<file path="config.mk">
export PLATFORM = sky130hd
export DESIGN_NAME = rr_arbiter16_flat
export DESIGN_NICKNAME = d
export VERILOG_FILES = /design/src/rtl/rr_arbiter16_pkg.sv /design/src/rtl/rr_arbiter16_if.sv /design/src/rtl/rr_arbiter16_dec4.sv /design/src/rtl/rr_arbiter16.sv /design/src/flat_wrapper.sv
export SDC_FILE = /design/constraint.sdc
export NUM_CORES = 1
export LEC_CHECK = 0
export BUFFER_PORTS_ARGS = -buffer_cell sky130_fd_sc_hd__buf_2
export CORE_UTILIZATION = 50
export CTS_CLUSTER_DIAMETER = 80
export DETAILED_ROUTE_END_ITERATION = 10
export PLACE_DENSITY_LB_ADDON = 0.25
export SLEW_MARGIN = 20
export SYNTH_ARGS = -nofsm -noshare
export SYNTH_HDL_FRONTEND = slang
export SYNTH_SLANG_ARGS = --single-unit
</file>
<file path="constraint.sdc">
create_clock -name clk -period 4.28 [get_ports clk]
set_clock_uncertainty 0.05 [all_clocks]
set_input_delay 1.07 -clock clk [delete_from_list [all_inputs] [get_ports clk]]
set_output_delay 1.07 -clock clk [all_outputs]
set_load 0.02 [all_outputs]
</file>
<file path="src/rtl/rr_arbiter16_pkg.sv">
// Shared definitions for the 16-requester round-robin arbiter:
// FSM state encoding and requester/index sizing.
package arb_pkg;

    localparam int N_REQ = 16;
    localparam int IDX_W = 4;

    typedef enum logic [1:0] {
        IDLE    = 2'd0,
        GRANT   = 2'd1,
        RELEASE = 2'd2
    } state_t;

endpackage

</file>
<file path="src/rtl/rr_arbiter16_if.sv">
// Request/grant bundle between the clients and the arbiter.
// The master side drives requests and done; the slave side (the arbiter)
// drives the grant outputs.
interface rr_arbiter16_if;
    import arb_pkg::*;

    logic [N_REQ-1:0] req;
    logic             done;
    logic [N_REQ-1:0] gnt;
    logic [IDX_W-1:0] gnt_idx;
    logic             gnt_valid;
    logic             timeout;

    modport master (
        output req, done,
        input  gnt, gnt_idx, gnt_valid, timeout
    );

    modport slave (
        input  req, done,
        output gnt, gnt_idx, gnt_valid, timeout
    );

endinterface

</file>
<file path="src/rtl/rr_arbiter16_dec4.sv">
// 4-to-16 one-hot decoder. The select bus is numbered MSB-first:
// sel[0] is the most significant bit of the decoded index.
module rr_dec4
    import arb_pkg::*;
(
    input  logic [IDX_W-1:0] sel,
    output logic [N_REQ-1:0] onehot
);

    logic [IDX_W-1:0] code;

    assign code = {sel[0], sel[1], sel[2], sel[3]};

    // Set exactly the one output bit addressed by the reordered select.
    always_comb begin
        onehot       = '0;
        onehot[code] = 1'b1;
    end

endmodule

</file>
<file path="src/rtl/rr_arbiter16.sv">
// Round-robin arbiter for 16 clients with grant hold, done handshake and a
// hold-timeout watchdog. A release always costs one dead cycle before the
// next grant, and the search restarts just past the last grantee.
module rr_arbiter16
    import arb_pkg::*;
#(
    parameter int MAX_HOLD = 15,
    parameter int CNT_W    = 8
)(
    input  logic          clk,
    input  logic          rst,
    rr_arbiter16_if.slave bus
);

    localparam bit              HOLD_EN   = (MAX_HOLD != 0);
    localparam logic [CNT_W-1:0] HOLD_LAST = (MAX_HOLD == 0) ? '0 : CNT_W'(MAX_HOLD - 1);

    state_t           state;
    logic [IDX_W-1:0] ptr;
    logic [IDX_W-1:0] gnt_idx;
    logic [CNT_W-1:0] hold_cnt;
    logic             gnt_valid;
    logic             timeout;

    logic             found;
    logic [IDX_W-1:0] winner;
    logic [IDX_W-1:0] cand;
    logic [IDX_W-1:0] rev_idx;
    logic [N_REQ-1:0] dec_out;

    // Rotating priority search: first requester at or after ptr, wrapping at 16.
    always_comb begin
        found  = 1'b0;
        winner = ptr;
        cand   = ptr;
        for (int i = 0; i < N_REQ; i++) begin
            cand = ptr + IDX_W'(i);
            if (!found && bus.req[cand]) begin
                found  = 1'b1;
                winner = cand;
            end
        end
    end

    // Arbiter FSM: arbitrate in IDLE/RELEASE, hold and watch for release in GRANT.
    always_ff @(posedge clk) begin
        if (rst) begin
            state     <= IDLE;
            ptr       <= '0;
            hold_cnt  <= '0;
            gnt_idx   <= '0;
            gnt_valid <= 1'b0;
            timeout   <= 1'b0;
        end else begin
            timeout <= 1'b0;
            case (state)
                IDLE, RELEASE: begin
                    if (found) begin
                        gnt_idx   <= winner;
                        gnt_valid <= 1'b1;
                        hold_cnt  <= '0;
                        state     <= GRANT;
                    end else begin
                        gnt_valid <= 1'b0;
                        state     <= IDLE;
                    end
                end
                GRANT: begin
                    if (bus.done || !bus.req[gnt_idx]) begin
                        gnt_valid <= 1'b0;
                        ptr       <= gnt_idx + IDX_W'(1);
                        state     <= RELEASE;
                    end else if (HOLD_EN && (hold_cnt == HOLD_LAST)) begin
                        gnt_valid <= 1'b0;
                        ptr       <= gnt_idx + IDX_W'(1);
                        timeout   <= 1'b1;
                        state     <= RELEASE;
                    end else begin
                        hold_cnt <= hold_cnt + CNT_W'(1);
                    end
                end
                default: begin
                    gnt_valid <= 1'b0;
                    state     <= IDLE;
                end
            endcase
        end
    end

    // The decoder numbers its select MSB-first, so feed it the reversed index.
    assign rev_idx = {gnt_idx[0], gnt_idx[1], gnt_idx[2], gnt_idx[3]};

    rr_dec4 u_dec (
        .sel    (rev_idx),
        .onehot (dec_out)
    );

    assign bus.gnt       = dec_out & {N_REQ{gnt_valid}};
    assign bus.gnt_idx   = gnt_idx;
    assign bus.gnt_valid = gnt_valid;
    assign bus.timeout   = timeout;

endmodule

</file>
<file path="src/flat_wrapper.sv">
// flat-port wrapper written by rule: the top's interface ports become plain ports
module rr_arbiter16_flat import arb_pkg::*;
#(
    parameter int MAX_HOLD = 15,
    parameter int CNT_W    = 8
)
  (clk, rst, bus_req, bus_done, bus_gnt, bus_gnt_idx, bus_gnt_valid, bus_timeout);
  rr_arbiter16_if bus_i ();
  input  logic clk;
  input  logic rst;
  input wire logic [$bits(bus_i.req)-1:0] bus_req;
  input wire logic [$bits(bus_i.done)-1:0] bus_done;
  output wire logic [$bits(bus_i.gnt)-1:0] bus_gnt;
  output wire logic [$bits(bus_i.gnt_idx)-1:0] bus_gnt_idx;
  output wire logic [$bits(bus_i.gnt_valid)-1:0] bus_gnt_valid;
  output wire logic [$bits(bus_i.timeout)-1:0] bus_timeout;
  assign bus_i.req = bus_req;
  assign bus_i.done = bus_done;
  assign bus_gnt = bus_i.gnt;
  assign bus_gnt_idx = bus_i.gnt_idx;
  assign bus_gnt_valid = bus_i.gnt_valid;
  assign bus_timeout = bus_i.timeout;
  rr_arbiter16 #(.MAX_HOLD(MAX_HOLD), .CNT_W(CNT_W)) u_core (.clk(clk), .rst(rst), .bus(bus_i));
endmodule
</file>
==> impl_metrics.json <==
{
  "status": "finished clean",
  "clk_pin_slew_worst_paths_ns": 0.08,
  "intPower_mw": 1.286,
  "detailed_place.area_um2": 3929,
  "min_path_type": "flop to flop",
  "track_usage_pct": 29.19,
  "fillCellCount": 637,
  "vias": 3559,
  "crit_path_end_kind": "flop",
  "synth_cell_types": 67,
  "grt_overflow": 0,
  "rsz0062_at_grt": "no",
  "period_needed_ns": 3.955,
  "fp-row-count": 30,
  "dieWidth_um": 86.23,
  "startpoint_type": "flop",
  "clkPwrFrac_pct": 7.0,
  "wire_per_inst_um": 19.87,
  "ios": 41,
  "r2r_end": "u_core.bus.gnt_idx[1]",
  "pwr-share-comb_pct": 82.5,
  "drt_iter0_drc": 238,
  "insertion_delay_ns": 0.26,
  "register_area_um2": 400.4,
  "p_sw_mw": 1.416,
  "layout-drive-gt1-share_pct": 29.55,
  "hold_viol": 0,
  "power.density_nw_per_um2": 673.9,
  "die_y_um": 86.23,
  "drt_wl_total_mm": 10.65,
  "start_util_pct": 51.92,
  "design_area_um2": 4010,
  "ant_nets": 0,
  "min-delay-start": "u_core.hold_cnt[5]",
  "antenna_found_initial": 0,
  "hold_depth": 2,
  "antenna_cells": 0,
  "maxSlewHeadroom_pct": 48.21,
  "slew_violations": 0,
  "utilization_pct": 58.70,
  "clock_tree.root_cell": "clkbuf_8",
  "whs_ns": 0.4732,
  "grt_max_degree": 32,
  "tightestPinTransition_ns": 0.7713,
  "coreArea_um2": 6832,
  "area_delta_synth_final_pct": 13.05,
  "worst-setup-path-type": "flop to flop",
  "async_flop_share_pct": 0,
  "synth-seq-area-share_pct": 11.29,
  "hpwl_mm": 8.020,
  "peakVddDrop_mv": 0.3692,
  "grt_pass1_wl_mm": 16.97,
  "synth_edf_count": 0,
  "clock-sinks": 20,
  "power_frac_seq_pct": 10.5,
  "dieArea_um2": 7435,
  "route.detailed.drc": 0,
  "syn_avg_cell_area_um2": 8.957,
  "synth_ff_type": "dfxtp_1",
  "grt_pass1_vias": 3337,
  "gp_congestion": 1.026,
  "fin_crit_sh_pct": 92.41,
  "synth.ff_latch_count": 20,
  "cp_data_arrival_time_ns": 4.08,
  "min_to": "u_core.hold_cnt[5]",
  "cp.required_ns": 4.41,
  "ff2ff_setup_slack_ns": 0.32,
  "first_pass_iters": 5,
  "cts_buffer_depth": 2,
  "yosysWarnings": 0,
  "netlist_area_um2": 3547,
  "synth.net_count": 428,
  "p_leak_nw": 1.465,
  "via_per_inst": 6.640,
  "portBuffers": 40,
  "timing.rr.start": "u_core.ptr[2]",
  "path_max_fanout": 23,
  "fmax_ghz": 0.2528,
  "cts_buffers": 3,
  "multiInputGateArea_um2": 2970,
  "drv_cap": 0,
  "cts_tree": "built",
  "hold_buffers": 0,
  "ff2ff_path_depth": 12,
  "netlist_instances": 396,
  "setup_viol": 0,
  "switching_share_pct": 52.40,
  "htreeDepth": 1,
  "fin_nets": 473
}
cells by family (layout without fill, tap and decap cells):
group,count (synthesis),after routing,share of synthesized area [%]
compound gates,91,91,18.34
xor+xnor,16,16,4.162
fa+ha+maj,13,13,4.586
buf+inv,43,87,5.256
flops,20,20,11.29
mux,77,77,37.39
simple gates,136,136,18.98
per-layer routing:
metal	vias up	GRT usage (%)	wire, um
li1	1635	-	-
met1	1645	40.00	4430
met2	250	46.90	4899
met3	29	5.333	1067
met4	0	9.394	255
met5	-	0	0
worst max path at each step:
stage	from	end	slack [ns]	cells past startpoint
floorplan	u_core.ptr[1]	u_core.bus.gnt_idx[3]	-0.02	16
global placement	bus_req[9]	u_core.bus.gnt_idx[1]	0.16	11
detailed placement	bus_req[7]	u_core.bus.gnt_idx[1]	0.20	11
CTS	u_core.ptr[2]	u_core.bus.gnt_idx[1]	0.25	13
global route	u_core.ptr[2]	u_core.bus.gnt_idx[1]	0.08	12
finish	u_core.ptr[2]	u_core.bus.gnt_idx[1]	0.32	12
power groups by stage:
stage	sequential [mW]	clock, mW	combinational, mW
global placement	0.287	0	2.14
global route	0.291	0.194	2.37
CTS	0.283	0.189	2.17
detailed placement	0.287	0	2.16
finish	0.283	0.190	2.23
floorplan	0.275	0	1.60
critical path: stages, from the launching register on:
cell	delay, ns
dfxtp_1	0.33
buf_4	0.32
ha_2	0.37
xnor2_2	0.22
mux4_2	0.39
mux4_2	0.54
or3_1	0.43
buf_4	0.18
nor4_1	0.28
o22ai_1	0.11
o211ai_1	0.16
o311ai_0	0.26
a31oi_1	0.23
cell usage in the layout (no fill, tap or decap), drive strengths merged, types with 5 or more instances in the layout:
master,n
a211oi,6
a21oi,27
buf,63
dfxtp,20
ha,13
inv,20
mux2,8
mux2i,26
mux4,43
nand2,20
nand2b,10
nand3,8
nand4,6
nor2,52
nor3,15
nor4,5
o211ai,7
o21ai,11
or3,6
xnor2,11
xor2,5
synth_stat cells (2+ instances only):
cell | number | area (um2)
a21boi_0 | 3 | 22.52
buf_4 | 2 | 15.01
and2_1 | 3 | 18.77
nor3b_1 | 2 | 15.01
mux4_1 | 2 | 52.55
buf_2 | 8 | 40.04
a311oi_1 | 2 | 17.52
nand2b_1 | 10 | 62.56
or3_1 | 5 | 31.28
a211o_1 | 4 | 35.03
o211ai_1 | 7 | 52.55
o21ai_0 | 10 | 50.05
inv_1 | 20 | 75.07
a221oi_1 | 3 | 26.28
mux4_2 | 41 | 923.4
nor2_1 | 52 | 195.2
buf_1 | 2 | 7.510
nand3_1 | 8 | 40.04
ha_1 | 13 | 162.7
xnor2_1 | 10 | 87.58
a21o_1 | 3 | 22.52
a211oi_1 | 6 | 45.04
xor2_1 | 5 | 43.79
clkbuf_1 | 10 | 37.54
nor4_1 | 5 | 31.28
mux2_2 | 8 | 90.09
nand3b_1 | 2 | 15.01
nor2b_1 | 3 | 18.77
nand2_1 | 20 | 75.07
o221ai_1 | 3 | 26.28
nand4_1 | 5 | 31.28
o22ai_1 | 2 | 12.51
nor3_1 | 14 | 70.07
mux2i_1 | 26 | 260.3
dfxtp_1 | 20 | 400.4
a21oi_1 | 26 | 130.1
repair_timing:
| action | CTS | global route |
|---|---|---|
| buffers inserted | 0 | 0 |
| endpoints found under the setup margin | 0 | 8 |
| resized for setup | 0 | 3 |
sequential cells by signal (all words and copies together) (netlist names):
name	cells
u_core.ptr	4
u_core.state	2
u_core.hold_cnt	8
u_core.bus.gnt_idx	4
u_core.bus.gnt_valid	1
u_core.bus.timeout	1
final cells by class:
cell class	instances	share of cell area, %
sequential	20	9.984
tap	96	2.995
clock buffer	3	1.030
inverter	20	1.872
multi-input combinational	333	74.07
clock inverter	1	0.7488
timing repair buffer	63	9.298
per-stage QoR:
stage	power [mW]	std cells	setup TNS, ns	setup slack (ns)
after global placement	2.423	532	0	0.1557
after global routing	2.857	536	0	0.08175
after detailed placement	2.446	532	0	0.2013
after CTS	2.640	536	0	0.2478
after floorplan	1.871	396	-0.01944	-0.01944
final	2.702	536	0	0.3248
Note: power is estimated with default switching activity, not from simulation.
